==> src/rtl/ro_result_streamer_if.sv <==
// Byte stream from ro_result_streamer to the UART TX / host link.
// Master drives data/valid, slave returns ready; a byte moves when valid && ready.
interface ro_result_streamer_if;
    logic [7:0] out_data;
    logic       out_valid;
    logic       out_ready;

    modport master (output out_data, output out_valid, input out_ready);
    modport slave  (input out_data, input out_valid, output out_ready);
endinterface

==> src/rtl/ro_result_streamer.sv <==
// Freezes the RO counter bank, snapshots its counts and streams them as a byte frame.
// Optional trailing XOR checksum byte enabled by defining RO_STREAM_CSUM_EN.
module ro_result_streamer #(
    parameter int unsigned NUM_COUNTERS  = 1,
    parameter int unsigned SETTLE_CYCLES = 4,
    parameter logic [7:0]  HEADER_BYTE   = 8'hA5
) (
    input  logic                         clk,
    input  logic                         reset_n,
    input  logic                         sample_req,
    input  logic [NUM_COUNTERS*32-1:0]   freq_in,
    output logic                         ro_pause,
    output logic                         busy,
    output logic [7:0]                   overrun_cnt,
    ro_result_streamer_if.master         strm
);

`ifdef RO_STREAM_CSUM_EN
    typedef enum logic [2:0] {IDLE, SETTLE, CAPTURE, HDR, CNT, IDX, DATA, CSUM} state_t;
`else
    typedef enum logic [2:0] {IDLE, SETTLE, CAPTURE, HDR, CNT, IDX, DATA} state_t;
`endif

    localparam logic [7:0] LAST_IDX    = 8'(NUM_COUNTERS - 1);
    localparam logic [7:0] SETTLE_LAST = 8'(SETTLE_CYCLES - 1);
    localparam logic [7:0] NUM_BYTE    = 8'(NUM_COUNTERS);

    state_t                      state, state_n;
    logic [7:0]                  settle_cnt;
    logic [7:0]                  idx;
    logic [1:0]                  byte_sel;
    logic [NUM_COUNTERS*32-1:0]  shadow;
    logic [31:0]                 cur_word;
    logic [7:0]                  cur_byte;
    logic                        accept;
    logic                        last_cnt;
    logic                        valid_c;
    logic [7:0]                  data_c;
`ifdef RO_STREAM_CSUM_EN
    logic [7:0]                  csum;
`endif

    // Outputs decode only registered state, so out_ready never reaches out_data.
    assign strm.out_valid = valid_c;
    assign strm.out_data  = data_c;
    assign accept         = valid_c && strm.out_ready;
    assign ro_pause       = (state == SETTLE) || (state == CAPTURE);
    assign busy           = (state != IDLE);
    assign last_cnt       = (idx == LAST_IDX);

    assign cur_word = 32'(shadow >> {idx, 5'd0});
    assign cur_byte = 8'(cur_word >> {byte_sel, 3'd0});

    always_ff @(posedge clk or negedge reset_n) begin
        if (!reset_n) state <= IDLE;
        else          state <= state_n;
    end

    always_comb begin
        state_n = state;
        valid_c = 1'b0;
        data_c  = 8'h00;
        case (state)
            IDLE:    if (sample_req) state_n = SETTLE;
            SETTLE:  if (settle_cnt == SETTLE_LAST) state_n = CAPTURE;
            CAPTURE: state_n = HDR;
            HDR: begin
                valid_c = 1'b1;
                data_c  = HEADER_BYTE;
                if (accept) state_n = CNT;
            end
            CNT: begin
                valid_c = 1'b1;
                data_c  = NUM_BYTE;
                if (accept) state_n = IDX;
            end
            IDX: begin
                valid_c = 1'b1;
                data_c  = idx;
                if (accept) state_n = DATA;
            end
            DATA: begin
                valid_c = 1'b1;
                data_c  = cur_byte;
                if (accept && byte_sel == 2'd0) begin
`ifdef RO_STREAM_CSUM_EN
                    state_n = last_cnt ? CSUM : IDX;
`else
                    state_n = last_cnt ? IDLE : IDX;
`endif
                end
            end
`ifdef RO_STREAM_CSUM_EN
            CSUM: begin
                valid_c = 1'b1;
                data_c  = csum;
                if (accept) state_n = IDLE;
            end
`endif
            default: state_n = IDLE;
        endcase
    end

    always_ff @(posedge clk or negedge reset_n) begin
        if (!reset_n) begin
            settle_cnt  <= 8'd0;
            idx         <= 8'd0;
            byte_sel    <= 2'd0;
            shadow      <= '0;
            overrun_cnt <= 8'd0;
        end else begin
            settle_cnt <= (state == SETTLE) ? settle_cnt + 8'd1 : 8'd0;

            if (state == CAPTURE) begin
                shadow <= freq_in;
                idx    <= 8'd0;
            end else if (state == DATA && accept && byte_sel == 2'd0 && !last_cnt) begin
                idx <= idx + 8'd1;
            end

            // Counts go out MSB first: byte_sel walks 3..0.
            if (state == IDX && accept)       byte_sel <= 2'd3;
            else if (state == DATA && accept) byte_sel <= byte_sel - 2'd1;

            if (sample_req && busy && overrun_cnt != 8'hFF)
                overrun_cnt <= overrun_cnt + 8'd1;
        end
    end

`ifdef RO_STREAM_CSUM_EN
    always_ff @(posedge clk or negedge reset_n) begin
        if (!reset_n)                               csum <= 8'h00;
        else if (state == CAPTURE)                  csum <= 8'h00;
        else if (accept && state != CSUM)           csum <= csum ^ data_c;
    end
`endif

endmodule

==> src/flat_wrapper.sv <==
// flat-port wrapper written by rule: the top's interface ports become plain ports
module ro_result_streamer_flat 
#(
    parameter int unsigned NUM_COUNTERS  = 1,
    parameter int unsigned SETTLE_CYCLES = 4,
    parameter logic [7:0]  HEADER_BYTE   = 8'hA5
)
  (clk, reset_n, sample_req, freq_in, ro_pause, busy, overrun_cnt, strm_out_data, strm_out_valid, strm_out_ready);
  ro_result_streamer_if strm_i ();
  input  logic clk;
  input  logic reset_n;
  input  logic sample_req;
  input  logic [NUM_COUNTERS*32-1:0] freq_in;
  output logic ro_pause;
  output logic busy;
  output logic [7:0] overrun_cnt;
  output wire logic [$bits(strm_i.out_data)-1:0] strm_out_data;
  output wire logic [$bits(strm_i.out_valid)-1:0] strm_out_valid;
  input wire logic [$bits(strm_i.out_ready)-1:0] strm_out_ready;
  assign strm_out_data = strm_i.out_data;
  assign strm_out_valid = strm_i.out_valid;
  assign strm_i.out_ready = strm_out_ready;
  ro_result_streamer #(.NUM_COUNTERS(NUM_COUNTERS), .SETTLE_CYCLES(SETTLE_CYCLES), .HEADER_BYTE(HEADER_BYTE)) u_core (.clk(clk), .reset_n(reset_n), .sample_req(sample_req), .freq_in(freq_in), .ro_pause(ro_pause), .busy(busy), .overrun_cnt(overrun_cnt), .strm(strm_i));
endmodule
==> config.mk <==
export PLATFORM = sky130hd
export DESIGN_NAME = ro_result_streamer_flat
export DESIGN_NICKNAME = d
export VERILOG_FILES = /design/src/rtl/ro_result_streamer_if.sv /design/src/rtl/ro_result_streamer.sv /design/src/flat_wrapper.sv
export SDC_FILE = /design/constraint.sdc
export NUM_CORES = 1
export LEC_CHECK = 0
export ABC_CLOCK_PERIOD_IN_PS = 4300
export CORE_MARGIN = 2
export CORE_UTILIZATION = 54
export CTS_CLUSTER_SIZE = 25
export DETAILED_ROUTE_END_ITERATION = 10
export PLACE_DENSITY = 0.82
export SKIP_LAST_GASP = 1
export SYNTH_ARGS = -nofsm -noshare
export SYNTH_HDL_FRONTEND = slang
export SYNTH_SLANG_ARGS = --single-unit
==> constraint.sdc <==
create_clock -name clk -period 4.3 [get_ports clk]
set_input_delay 0.86 -clock clk [delete_from_list [all_inputs] [get_ports clk]]
set_output_delay 0.86 -clock clk [all_outputs]
set_load 0.05 [all_outputs]
Word-level counts from Yosys, hierarchy flattened
Index checks and enable logic that the tools add are counted.

storage, ports and cells
  bits in registers = 61
  latch bits = 0
  RAM bits = 0
  bits in read-only memories = 0
  input port bits = 36
  output and inout port bits = 19
  logic and storage cells = 59
  memories kept = 0

cells by class
  add/subtract/negate cells = 4
  multiply operators = 0
  div/mod/pow operators = 0
  magnitude comparators = 0
  equality and inequality tests = 14
  shift operators = 2
  multiplexer cells = 15
  bitwise gates (word level) = 0
  reduce and logical (&&, ||, !) cells = 18

operators by type and width
  operator             number
  $pmux 8 s4           1
  $shr 32x13->32       1
  $shr 32x5->8         1
  $add 8x1->8 const B  3
  $mux 8               3
  $mux 3               7
  $pmux 3 s7           1
  $eq 3x3->1 const B   3
  $eq 8x2->1 const B   1
  $logic_and 1x1->1    8
  $logic_not 8->1      1
  $ne 2x1->1 const B   4
  $ne 8x8->1 const B   1
  $eq 3x2->1 const B   2
  $reduce_and 6->1     1
  $mux 2               2
  $ne 2x2->1 const B   2
  $reduce_bool 2->1    2
  $reduce_or 4->1      1
  $eq 3x1->1 const B   1
  $logic_not 3->1      1
  $reduce_bool 3->1    1
  $logic_not 2->1      1
  $sub 2x1->2 const B  1
  other kinds (3)      3

Depth between registers and ports, before layout
  depth after elaboration = 9
  depth in mapped cells = 7

Worst setup path after synthesis
No wires, ideal clock.

  path type = reg2out
  from = register u_core.idx[2]
  to = output port strm_out_data[0]
  arrival time = 2.109 ns
  required time = 3.440 ns
  setup slack = 1.331 ns
  stages on the path, launching flop included = 4
  path buffers = 0
  cell sequence = dfrtp_1 > nor4_2 > nand3_1 > o21ai_0

on the way
  word-level cells in the longest chain between the ends = 3

ends and longest elaborated chain
  element                 line                       text
  from (decl)             ro_result_streamer.sv:30   logic [7:0] idx;
  from (signal assigned)  ro_result_streamer.sv:118  idx <= idx + 8'd1;
  $shr 32x13->32          ro_result_streamer.sv:51   assign cur_word = 32'(shadow >> {idx, 5'd0});
  $shr 32x5->8            ro_result_streamer.sv:52   assign cur_byte = 8'(cur_word >> {byte_sel, 3'd0});
  $pmux 8 s4              ro_result_streamer.sv:63   case (state)
  to (decl)               flat_wrapper.sv:17         output wire logic [$bits(strm_i.out_data)-1:0] strm_out_data;

No other way between the ends.

Final worst setup path
  from = register u_core.state[2]
  to = output port strm_out_data[7]

on the way
  word-level cells in the longest chain between the ends = 2

ends and longest elaborated chain
  element                                   line                      text
  from (decl)                               ro_result_streamer.sv:28  state_t state, state_n;
  from (signal assigned)                    ro_result_streamer.sv:56  else state <= state_n;
  $eq 3x3->1 or $eq 3x2->1 (tied branches)  ro_result_streamer.sv:63
  $pmux 8 s4 (*)                            ro_result_streamer.sv:63

Every way passes the cells marked *; elsewhere a longest branch is shown, timed or not.

==> results.yml <==
status:
  outcome: "finished, final reports clean"
floorplanning:
  core-area_mm2: 0.00554
  design.die.area_mm2: 0.00640
  rows: 27
  ios: 55
  die_h_um: 80.0
  start_util_pct: 56.3
  die_w_um: 80.0
min_path:
  whs_path_depth: 2
  min-delay-path-class: "register to register"
global_routing:
  grt_pass1_vias: 2495
  grt_first_pass_wirelength_um: 11300
  antenna_found_initial: 0
  grt_max_degree: 36
  gr-usage-all-layers_pct: 23.3
  grt_overflow_total: 0
sta:
  finalMaxSlewViolations: 0
  maxSlewHeadroom_pct: 59.7
  holdWs_ps: 478
  fmax_mhz: 282
  fin_crit_sh_pct: 82.5
  period_minus_slack_ps: 3550
  final.setup.tns_ps: 0
  tightest_slew_ps: 604
  setup_slack_ps: 754
  finalSetupViolCount: 0
  final-hold-violation-count: 0
  rsz0062_at_grt: "false"
  finClkSkew_ps: 6.51
clock_tree:
  cts_resized: 0
  clk_pin_slew_worst_paths_ps: 70
  cts_buffers: 9
  cts_hold_buf: 0
  post_cts_buffers: 0
  root_buffer: "clkbuf_8"
  h-tree-depth: 3
  clock_sinks: 61
  cts_tree: "built"
  insertion_delay_ps: 340
  clock_path_buffers: 2
worst_setup_path:
  r2r_cells: 5
  cp_max_fo: 14
  crit_type: "register to output port"
  critPathArrivalTime_ps: 2690
  end_kind: "output port"
  critPathRequiredTime_ps: 3440
  worst_setup_path_start_kind: "register"
yosys:
  ys_ff_latch: 61
  synth_async_sr_flop_share_pct: 100
  avgSynthCellArea_um2: 9.14
  syn_area_mm2: 0.00312
  ys.flop_type: "dfrtp_1"
  seq_area_frac_synth_pct: 49.0
  synth-edff-count: 0
  ys_types: 43
  synthesis.instances: 341
  synth_nets: 382
  ys.warnings.count: 0
placed_design:
  portBuffers: 54
  hpwlAfterDp_um: 4670
  dp_cells: 453
  place_ws_ps: 1150
  gp_congestion: 0.879
drt:
  routed_wl_um: 6650
  drt-pass1-iter-count: 4
  drcViolationCount: 0
  drt_first_iter_violations: 221
  viasPerCell: 5.35
  ant_nets: 0
  wire_per_inst_um: 14.2
  vias: 2509
cells_and_area:
  n_antenna_cell: 0
  layout_common_cells: "nand2_1 (107), dfrtp_1 (61), clkdlybuf4s50_1 (53)"
  nFillCells: 451
  area_growth_syn_to_layout_pct: 23.8
  drive_above_1_share_pct: 7.81
  final_common_cell: "nand2_1"
  nets: 433
  instances_no_fill: 469
power:
  p_leak_uw: 0.00180
  powerDensity_mw_per_mm2: 706
  ir_worst_vdd_mv: 0.383
job:
  maxCapViolations: 0
[critical path, stage by stage, from the launching register on]
cell,delay [ps]
dfrtp_1,580
nor2b_1,550
a21oi_1,170
o22ai_1,210
clkdlybuf4s50_1,840
[area by class of cell]
type | count | area (µm²) | area share (%)
sequential | 61 | 1530 | 39.5
clock inverter | 4 | 47.5 | 1.23
clock buffer | 12 | 145 | 3.76
tap | 72 | 90.1 | 2.33
timing repair buffer | 57 | 558 | 14.5
multi-input combinational | 247 | 1430 | 37.1
inverter | 16 | 60.1 | 1.56
[layer usage]
metal | part of all wire [%] | track usage, %
met1 | 45 | 31.6
met2 | 48 | 35.8
met3 | 4.8 | 4.19
met4 | 1.8 | 12.7
met5 | 0 | 0
[report_power, final]
part           switching [µW]  internal (µW)
logic                     700            502
registers                 232            787
clock network             222            282
[flip-flops by register name, summed over array words and instances, names as in the netlist]
register / count
u_core.state: 3
u_core.settle_cnt: 8
u_core.idx: 8
u_core.shadow: 32
u_core.overrun_cnt: 8
u_core.byte_sel: 2
[cell families (layout without fill, tap and decap cells)]
| group | after synthesis | after routing | synth area share, % |
|---|---|---|---|
| flip-flops | 61 | 61 | 49.0 |
| buffers and inverters | 33 | 89 | 5.06 |
| AO/OA/AOI/OAI | 34 | 34 | 6.99 |
| AND/OR/NAND/NOR | 180 | 180 | 25.4 |
| multiplexers | 11 | 11 | 6.78 |
| adder cells (fa/ha/maj) | 5 | 5 | 2.01 |
| XOR/XNOR | 17 | 17 | 4.78 |
[Yosys cell counts (7+ instances only)]
cell type / instances / area (µm²)
nand3_1: 20 / 100
a21oi_1: 11 / 55.1
and3_1: 7 / 43.8
dfrtp_1: 61 / 1530
nand2_1: 107 / 402
nor2_1: 20 / 75.1
mux4_2: 8 / 180
o21ai_0: 9 / 45.0
xor2_1: 11 / 96.3
inv_1: 16 / 60.1
[per-stage QoR]
stage	total power [µW]	cell area (µm²)	util, %
3_5_place_dp	2230	3670	66.2
2_1_floorplan	1910	3120	-
5_1_grt	2920	3860	69.7
3_3_place_gp	2200	3670	66.2
4_1_cts	2740	3860	69.7
6_report	2730	3860	69.7
[path summary, 6_finish.rpt]
kind	from	end	slack [ps]
worst max-delay path	u_core.state[2]	strm_out_data[7]	750
worst min-delay path	u_core.shadow[2]	u_core.shadow[2]	480
worst max register to register	u_core.state[1]	u_core.shadow[13]	2160
worst min register to register	u_core.shadow[2]	u_core.shadow[2]	480
max in group asynchronous	reset_n	u_core.shadow[16]	2920
min in group asynchronous	reset_n	u_core.overrun_cnt[0]	520
Power figures use the tool's default switching activity.
